<file path="src/rtl/dio_pkg.sv">
// Shared types for the download-to-memory writer: FSM states, FIFO entry layout, default base.
// Latency: n/a (types and constants only).
// Backpressure: n/a.
package dio_pkg;

    localparam logic [24:0] DIO_BASE   = 25'hA0000;
    localparam int          DIO_ADDR_W = 16;

    typedef enum logic [1:0] {
        IDLE  = 2'd0,
        REQ   = 2'd1,
        DRAIN = 2'd2
    } dio_state_t;

    typedef struct packed {
        logic [DIO_ADDR_W-1:0] addr;
        logic [15:0]           data;
    } dio_entry_t;

endpackage

</file>
<file path="src/rtl/dio_word_fifo.sv">
// Single-clock FIFO with count/full/empty; the head entry is read straight from the storage flops.
// Latency: a word pushed at edge E is visible at head_dat after E.
// Backpressure: push into a full FIFO is ignored unless a pop happens on the same edge.
module dio_word_fifo #(
    parameter int WIDTH = 32,
    parameter int DEPTH = 4
) (
    input  logic                     clk,
    input  logic                     reset,
    input  logic                     push_vld,
    input  logic [WIDTH-1:0]         push_dat,
    input  logic                     pop_vld,
    output logic [WIDTH-1:0]         head_dat,
    output logic [$clog2(DEPTH):0]   count,
    output logic                     full,
    output logic                     empty
);
    localparam int PW = $clog2(DEPTH);

    logic [WIDTH-1:0] mem_q [DEPTH];
    logic [WIDTH-1:0] mem_d [DEPTH];
    logic [PW-1:0]    wr_ptr_q, wr_ptr_d;
    logic [PW-1:0]    rd_ptr_q, rd_ptr_d;
    logic [PW:0]      count_q, count_d;
    logic             do_push, do_pop;

    assign empty    = (count_q == '0);
    assign full     = (count_q == (PW + 1)'(DEPTH));
    assign count    = count_q;
    assign head_dat = mem_q[rd_ptr_q];

    // When full, the write slot equals the head slot; the head is consumed on the same edge.
    assign do_pop  = pop_vld & ~empty;
    assign do_push = push_vld & (~full | do_pop);

    always_comb begin
        mem_d    = mem_q;
        wr_ptr_d = wr_ptr_q;
        rd_ptr_d = rd_ptr_q;
        count_d  = count_q;
        if (do_push) begin
            mem_d[wr_ptr_q] = push_dat;
            wr_ptr_d        = wr_ptr_q + 1'b1;
        end
        if (do_pop) begin
            rd_ptr_d = rd_ptr_q + 1'b1;
        end
        case ({do_push, do_pop})
            2'b10:   count_d = count_q + 1'b1;
            2'b01:   count_d = count_q - 1'b1;
            default: count_d = count_q;
        endcase
    end

    always_ff @(posedge clk) begin
        if (reset) begin
            wr_ptr_q <= '0;
            rd_ptr_q <= '0;
            count_q  <= '0;
        end else begin
            wr_ptr_q <= wr_ptr_d;
            rd_ptr_q <= rd_ptr_d;
            count_q  <= count_d;
        end
    end

    always_ff @(posedge clk) begin
        mem_q <= mem_d;
    end

endmodule

</file>
<file path="src/rtl/dio_mem_writer.sv">
// Commits loader word strobes into BK RAM via req/ack, with address rebasing, range check and CPU hold.
// Latency: a word pushed at edge E0 raises mem_req after E1; the request is held until mem_ack.
// Backpressure: none toward the loader; strobes into a full FIFO are dropped and flagged in ovf_err.
module dio_mem_writer
    import dio_pkg::*;
#(
    parameter int          FIFO_DEPTH = 4,
    parameter logic [24:0] BASE       = DIO_BASE,
    parameter int          ADDR_W     = DIO_ADDR_W
) (
    input  logic              clk,
    input  logic              reset,
    input  logic              dio_downloading,
    input  logic              dio_wr,
    input  logic [24:0]       dio_a,
    input  logic [15:0]       dio_d,
    output logic              mem_req,
    output logic [ADDR_W-1:0] mem_addr,
    output logic [15:0]       mem_din,
    input  logic              mem_ack,
    output logic              cpu_hold,
    output logic              done,
    output logic [ADDR_W:0]   words,
    output logic              ovf_err,
    output logic              range_err
);
    typedef struct packed {
        logic [ADDR_W-1:0] addr;
        logic [15:0]       data;
    } entry_t;

    localparam int CW = $clog2(FIFO_DEPTH) + 1;

    dio_state_t        state_q, state_d;
    logic              wr_prev_q, dl_prev_q;
    logic              mem_req_q, mem_req_d;
    logic [ADDR_W-1:0] mem_addr_q, mem_addr_d;
    logic [15:0]       mem_din_q, mem_din_d;
    logic              done_q, done_d;
    logic [ADDR_W:0]   words_q, words_d;
    logic              ovf_q, ovf_d;
    logic              range_q, range_d;
    logic              cpu_hold_q, cpu_hold_d;

    logic [24:0]       off;
    logic              wr_rise, dl_rise, dl_fall, in_range;
    logic              push_vld, pop_vld, ovf_drop, range_drop;
    entry_t            push_dat, head_dat;
    logic [CW-1:0]     fifo_count;
    logic              fifo_full, fifo_empty;

    assign wr_rise = dio_wr & ~wr_prev_q;
    assign dl_rise = dio_downloading & ~dl_prev_q;
    assign dl_fall = ~dio_downloading & dl_prev_q;

    // Window check is done on the full 25-bit offset so wrap-around below BASE is rejected too.
    assign off        = dio_a - BASE;
    assign in_range   = (dio_a >= BASE) && ((off >> (ADDR_W + 1)) == '0);
    assign push_vld   = wr_rise & in_range;
    assign range_drop = wr_rise & ~in_range;
    assign push_dat   = '{addr: off[ADDR_W:1], data: dio_d};

    assign pop_vld  = (state_q == REQ) & mem_ack;
    assign ovf_drop = push_vld & fifo_full & ~pop_vld;

    dio_word_fifo #(
        .WIDTH ($bits(entry_t)),
        .DEPTH (FIFO_DEPTH)
    ) u_fifo (
        .clk      (clk),
        .reset    (reset),
        .push_vld (push_vld),
        .push_dat (push_dat),
        .pop_vld  (pop_vld),
        .head_dat (head_dat),
        .count    (fifo_count),
        .full     (fifo_full),
        .empty    (fifo_empty)
    );

    always_comb begin
        state_d    = state_q;
        mem_req_d  = mem_req_q;
        mem_addr_d = mem_addr_q;
        mem_din_d  = mem_din_q;
        done_d     = 1'b0;
        words_d    = dl_rise ? '0 : words_q;
        if (pop_vld && !(&words_d)) begin
            words_d = words_d + 1'b1;
        end
        ovf_d   = (ovf_q & ~dl_rise) | ovf_drop;
        range_d = (range_q & ~dl_rise) | range_drop;

        case (state_q)
            IDLE: begin
                if (!fifo_empty) begin
                    state_d    = REQ;
                    mem_req_d  = 1'b1;
                    mem_addr_d = head_dat.addr;
                    mem_din_d  = head_dat.data;
                end else if (dl_fall) begin
                    state_d = DRAIN;
                end
            end
            REQ: begin
                if (mem_ack) begin
                    mem_req_d = 1'b0;
                    state_d   = dio_downloading ? IDLE : DRAIN;
                end
            end
            DRAIN: begin
                if (!fifo_empty) begin
                    state_d    = REQ;
                    mem_req_d  = 1'b1;
                    mem_addr_d = head_dat.addr;
                    mem_din_d  = head_dat.data;
                end else if (dio_downloading) begin
                    // A new download started before completion was reported: no done pulse.
                    state_d = IDLE;
                end else begin
                    done_d  = 1'b1;
                    state_d = IDLE;
                end
            end
            default: state_d = IDLE;
        endcase

        cpu_hold_d = dio_downloading | (state_d != IDLE) | (fifo_count != '0);
    end

    always_ff @(posedge clk) begin
        if (reset) begin
            state_q    <= IDLE;
            wr_prev_q  <= 1'b0;
            dl_prev_q  <= 1'b0;
            mem_req_q  <= 1'b0;
            mem_addr_q <= '0;
            mem_din_q  <= '0;
            done_q     <= 1'b0;
            words_q    <= '0;
            ovf_q      <= 1'b0;
            range_q    <= 1'b0;
            cpu_hold_q <= 1'b0;
        end else begin
            state_q    <= state_d;
            wr_prev_q  <= dio_wr;
            dl_prev_q  <= dio_downloading;
            mem_req_q  <= mem_req_d;
            mem_addr_q <= mem_addr_d;
            mem_din_q  <= mem_din_d;
            done_q     <= done_d;
            words_q    <= words_d;
            ovf_q      <= ovf_d;
            range_q    <= range_d;
            cpu_hold_q <= cpu_hold_d;
        end
    end

    assign mem_req   = mem_req_q;
    assign mem_addr  = mem_addr_q;
    assign mem_din   = mem_din_q;
    assign done      = done_q;
    assign words     = words_q;
    assign ovf_err   = ovf_q;
    assign range_err = range_q;
    assign cpu_hold  = cpu_hold_q;

endmodule
</file>
<file path="config.mk">
export PLATFORM = sky130hd
export DESIGN_NAME = dio_mem_writer
export DESIGN_NICKNAME = d
export VERILOG_FILES = /design/src/rtl/dio_pkg.sv /design/src/rtl/dio_word_fifo.sv /design/src/rtl/dio_mem_writer.sv
export SDC_FILE = /design/constraint.sdc
export NUM_CORES = 1
export LEC_CHECK = 0
export CAP_MARGIN = 20
export CORE_MARGIN = 5
export CORE_UTILIZATION = 30
export DETAILED_ROUTE_END_ITERATION = 10
export GPL_ROUTABILITY_DRIVEN = 1
export GPL_TIMING_DRIVEN = 0
export PLACE_DENSITY = 0.57
export SETUP_SLACK_MARGIN = 0.05
export SYNTH_ARGS = -nofsm -noshare
export SYNTH_HDL_FRONTEND = slang
export SYNTH_SLANG_ARGS = --single-unit
</file>
<file path="constraint.sdc">
create_clock -name clk -period 3 [get_ports clk]
set_input_delay 0.6 -clock clk [delete_from_list [all_inputs] [get_ports clk]]
set_output_delay 0.6 -clock clk [all_outputs]
set_load 0.005 [all_outputs]
</file>
Word-level counts from Yosys, hierarchy flattened. Index checks and enable logic that the tools add are counted.

Output and inout port bits: 54. Register bits: 193.

$lt $le $gt $ge: 4. Equal/unequal tests: 7. Bitwise operators: 28. Muxes and demuxes: 19. Add/subtract/negate cells: 6. Reductions and logical operators: 16.

Operators with widths (number): bitwise mux 128 bit (1); two-way mux 32 bit (3); binary-select mux 32 bit (select 2 bit) (1); demux 32 bit (select 2 bit) (1); two-way mux 17 bit (2); greater-or-equal comparator 25 x 20 -> 1 bit (second input constant) (1); logical NOT 25 bit (1); subtractor 25 x 20 -> 25 bit (second input constant) (1); adder 17 x 1 -> 17 bit (second input constant) (1); AND reduction 17 bit (1); AND 1 bit (12); inverter 1 bit (9); two-way mux 2 bit (4); greater-or-equal comparator 3 bit (second input constant) (2); inverter 2 -> 3 bit (2); one-hot mux 2 bit (3 select lines) (1); one-hot mux 3 bit (2 select lines) (1); nonzero test 2 bit (3); bitwise OR 1 bit (5); adder 2 x 1 -> 2 bit (second input constant) (2); == test 2 x 1 -> 1 bit (second input constant) (2); == test 2 bit (second input constant) (2); two-way mux 1 bit (4); != test 2 bit (second input constant) (2); 14 further kinds (16).

Logic depth before layout (Yosys ltp).
Depth in word-level cells: 8. Gate-level depth with buffers: 13. Gate-level depth less buffers: 10.

Cells and area by module. From an unflattened synthesis, not the netlist that was laid out.

Cells, all modules: 493. Area, all modules: 7480.9 sq um.

Modules (own cells, without submodules): dio_word_fifo (times used 1, area each 5176.2 sq um, cells an instance 219); dio_mem_writer (times used 1, area each 2304.7 sq um, cells an instance 274).

Least setup slack after synthesis. OpenSTA, ideal clock, no wires.

Path kind: input to register. Start point: input port dio_downloading. End point: register words_q[15] (netlist: words[15]). Buffers on the path: 3. Slack: -47 ps. Arrival time: 2976 ps. Setup time: 71 ps. Required time: 2929 ps. Stages on the path: 13. Path through: nand2b_1 clkbuf_1 and2_1 ha_1 nand4_1 nor3_1 ha_1 and4bb_1 buf_4 nand4_4 buf_6 or4_1 a21oi_1.

Cells in the longest elaborated chain, start to end: 6. Elaborated cells between the ends (all ways): 7. Classes of those cells: 1 x add/sub; 2 x mux; 1 x bitwise; 3 x reduce/logical.

RTL lines: start, declared (RTL line dio_mem_writer.sv:13) `input logic dio_downloading,`; AND 1 bit * (RTL line dio_mem_writer.sv:53) `assign dl_rise = dio_downloading & ~dl_prev_q;`; two-way mux 17 bit * (RTL line dio_mem_writer.sv:87) `words_d = dl_rise ? '0 : words_q;`; parallel branches: the longest is 3 deep, another holds adder 17 x 1 -> 17 bit; two-way mux 17 bit * (RTL line dio_mem_writer.sv:88) `if (pop_vld && !(&words_d)) begin`; end signal, assigned (RTL line dio_mem_writer.sv:152) `words_q <= words_d;`; end, declared (RTL line dio_mem_writer.sv:40) `logic [ADDR_W:0] words_q, words_d;`.

Mark *: on every way between the ends. A chain may end at the register's enable or synchronous reset.

Worst setup path after layout.
Start point: register dl_prev_q. End point: register words_q[15] (netlist: words[15]).

Cells in the longest elaborated chain, start to end: 7. Elaborated cells between the ends (all ways): 8. Classes of those cells: 1 x add/sub; 2 x mux; 2 x bitwise; 3 x reduce/logical.

RTL lines: start, declared (RTL line dio_mem_writer.sv:35) `logic wr_prev_q, dl_prev_q;`; start signal, assigned (RTL line dio_mem_writer.sv:147) `dl_prev_q <= dio_downloading;`; inverter 1 bit * (RTL line dio_mem_writer.sv:53); AND 1 bit * (RTL line dio_mem_writer.sv:53); two-way mux 17 bit * (RTL line dio_mem_writer.sv:87); parallel branches: the longest is 3 deep, another holds adder 17 x 1 -> 17 bit; two-way mux 17 bit * (RTL line dio_mem_writer.sv:88).

Marked as above.

==> impl_results.md <==
* Root Driver: clkbuf_16
* Effective utilization at floorplan at 30.3%
* CP required at 3350 ps
* Max-cap violations at 0
* Ys async rst share at 0%
* Commonest cells after routing, fill and taps aside: edfxtp_1 (128), clkdlybuf4s50_1 (97), nand2_1 (79)
* Fin crit period at 2800 ps
* Area delta synth->final at 28.4%
* Row Count at 57
* Vias per cell at 4.62
* Top FF cell, synth: edfxtp_1
* Synthesized area at 0.00735 mm²
* Fill count at 2321
* Worst slew margin at 50.4%
* RSZ-0062 raised after global routing: false
* Remaining global-route overflow at 0
* Die Ht at 167 µm
* DRC at 0
* Static leakage at 2.91 nW
* Vias post-DR at 4404
* Least-Margin Pin Slew at 744 ps
* Drt pass-1 iters at 4
* Yosys reg bits at 193
* Dpl hpwl at 11.2 mm
* Share of layout cells above drive strength 1 at 13.8%
* Net Switching at 1.09 mW
* CP Capture Type: flop
* Commonest non-fill, non-tap cell in the layout: edfxtp_1
* Clock Skews at 11.8 ps
* Clock group share of total power at 42.1%
* Mapped Nets at 548
* # setup viols final at 0
* Clk_lat worst skew at 420 ps
* Final Hold Fails at 0
* Pwr Density at 540 mW/mm²
* Yosys warning total at 0
* Routed wire length at 16.0 mm
* Clock Sinks at 193
* Tcrit/Tclk final at 93.2%
* Post-synth EDFFs at 128
* F_max at 358 MHz
* # hold bufs at CTS at 0
* Die Footprint at 0.0277 mm²
* # diodes at 0
* Tot GR Track Use at 11.6%
* Nets@finish at 671
* Core area at 0.0242 mm²
* Global-route wire length before repair at 25.1 mm
* Flop pwr share at 55.6%
* Antenna violations before repair at 1
* Largest net degree at the start of global routing at 20
* Mapped Cells at 494
* Detailed-route wire length per cell at 16.8 µm
* Max clock buf depth at 2
* DRT iter0 DRCs at 239
* Critical path arrival at 3150 ps
* H-tree Lvls at 4
* Comb power frac at 2.4%
* CTS tree: yes
* Port-buffer cells at 98
* CP Max Fanout at 10
* Sequential area share after synthesis at 70.0%
* Slew Limit Fails at 0
* Cts bufs inserted at 17
* ANT nets after route at 0
* Overall Power at 5.10 mW
* Vias in the first global route at 4560
* I/O pins at 100
* Die extent in x at 167 µm
* Switching Share at 21.3%
* Total negative slack at 0 ps
* Count of cell types in the netlist at 46
* P_int at 4.01 mW
* Syn_area_per_cell at 14.9 µm²
* Maximum VDD drop at 0.290 mV
* Clock-pin transition on the worst setup and hold timing paths at 70 ps
* Crit path kind: reg -> reg
* GPL Wtd Cong at 0.759
* Outcome: completed
* Worst Setup Start Kind: flop
* Hold crit path type: reg -> reg
## logic make-up after synthesis
| group | after synthesis | share of synthesized area (%) |
|---|---|---|
| DFF | 193 | 70.0 |
| buffers and inverters | 34 | 1.96 |
| AOI/OAI and AO/OA | 71 | 5.77 |
| xor gates and xnor gates | 8 | 0.953 |
| and+or+nand+nor | 146 | 9.82 |
| muxes | 34 | 10.1 |
| adders and majority gates | 8 | 1.46 |
## final timing paths
path,start,end,slack [ps],cells past startpoint
max,dl_prev_q,words[15],200,13
min,mem_addr[1],mem_addr[1],450,2
max reg2reg,dl_prev_q,words[15],200,13
min reg2reg,mem_addr[1],mem_addr[1],450,2
## layout make-up
cell class,count,area [µm²],share of cell area [%]
Inverter,9,33.8,0.358
Sequential cell,193,5140,54.5
Clock inverter,13,124,1.31
Multi-Input combinational cell,267,2070,21.9
Tap cell,324,405,4.29
Clock buffer,19,443,4.69
Timing Repair Buffer,104,1100,11.7
Buffer,25,118,1.25
## registers in the layout (all words and copies together) (netlist names)
register and cells:
u_fifo.mem_q 128, words 17, mem_addr 16, mem_din 16, u_fifo.count 3, state_q 2
u_fifo.rd_ptr_q 2, u_fifo.wr_ptr_q 2, cpu_hold 1, dl_prev_q 1, done 1, mem_req 1
ovf_err 1, range_err 1, wr_prev_q 1
## routing by layer
metal  part of all wire, %  track usage, %  vias to the layer above
met5                 0.081               0                        -
met4                   1.2            3.52                        2
met3                   4.4            3.13                       17
met2                    51            20.1                       90
met1                    44            14.3                     2194
li1                      -               -                     2101
## cell usage after synthesis, drive strengths merged, types with 2 or more instances
cell type / number / share of area (%)
xnor2: 6 / 0.71
nand2b: 2 / 0.17
nand2: 79 / 4.0
xor2: 2 / 0.24
ha: 7 / 1.2
or3: 3 / 0.26
o21ai: 4 / 0.27
mux2i: 2 / 0.27
nor2b: 3 / 0.26
nand4: 4 / 0.54
a211o: 2 / 0.24
and3: 2 / 0.17
nor3b: 2 / 0.20
nor3: 3 / 0.27
edfxtp: 128 / 52
a21oi: 50 / 3.4
buf: 7 / 0.58
o31ai: 7 / 0.71
or4: 8 / 0.82
mux4: 32 / 9.8
nor2: 15 / 0.77
dfxtp: 65 / 18
inv: 9 / 0.46
a2111oi: 2 / 0.49
nand3b: 3 / 0.31
o211ai: 2 / 0.20
and2: 9 / 0.77
clkbuf: 18 / 0.92
nand3: 7 / 0.48
## critical path: stages (launching register included)
cell and delay (ps):
dfxtp_1 320, nand2b_1 130, clkbuf_4 170, and2_1 190, ha_2 210, nand4_1 90, nor3_1 70, ha_1 220
and4bb_1 270, buf_6 140, nand4_4 130, buf_6 180, or4_1 460, a21oi_1 140
## stage by stage
| stage | setup slack (ps) | hold WS [ps] | util (%) | cells | cell area [µm²] |
|---|---|---|---|---|---|
| CTS | 107 | 459 | 38.9 | 953 | 9440 |
| finish | 203 | 455 | 38.9 | 954 | 9440 |
| global route | 54.8 | 463 | 38.9 | 954 | 9440 |
| detailed placement | -815 | 449 | 36.6 | 920 | 8860 |
| floorplan | 57.0 | 453 | - | 494 | 7360 |
| global placement | -1080 | 446 | 36.1 | 916 | 8750 |
## power by group through the flow
stage / Clock [mW] / Sequential, mW / Combinational (mW)
after floorplan: 0 / 2.89 / 0.0278
after global placement: 0 / 2.89 / 0.119
after detailed placement: 0 / 2.89 / 0.124
after CTS: 2.20 / 2.83 / 0.124
after global routing: 2.33 / 2.83 / 0.131
final: 2.14 / 2.83 / 0.121
## what timing repair did
item / in CTS / in global routing
endpoints found under the setup margin: 13 / 5
pin swaps: 0 / 1
buffers inserted: 1 / 1
gates resized for setup: 1 / 2
(Power assumes the default switching activity.)
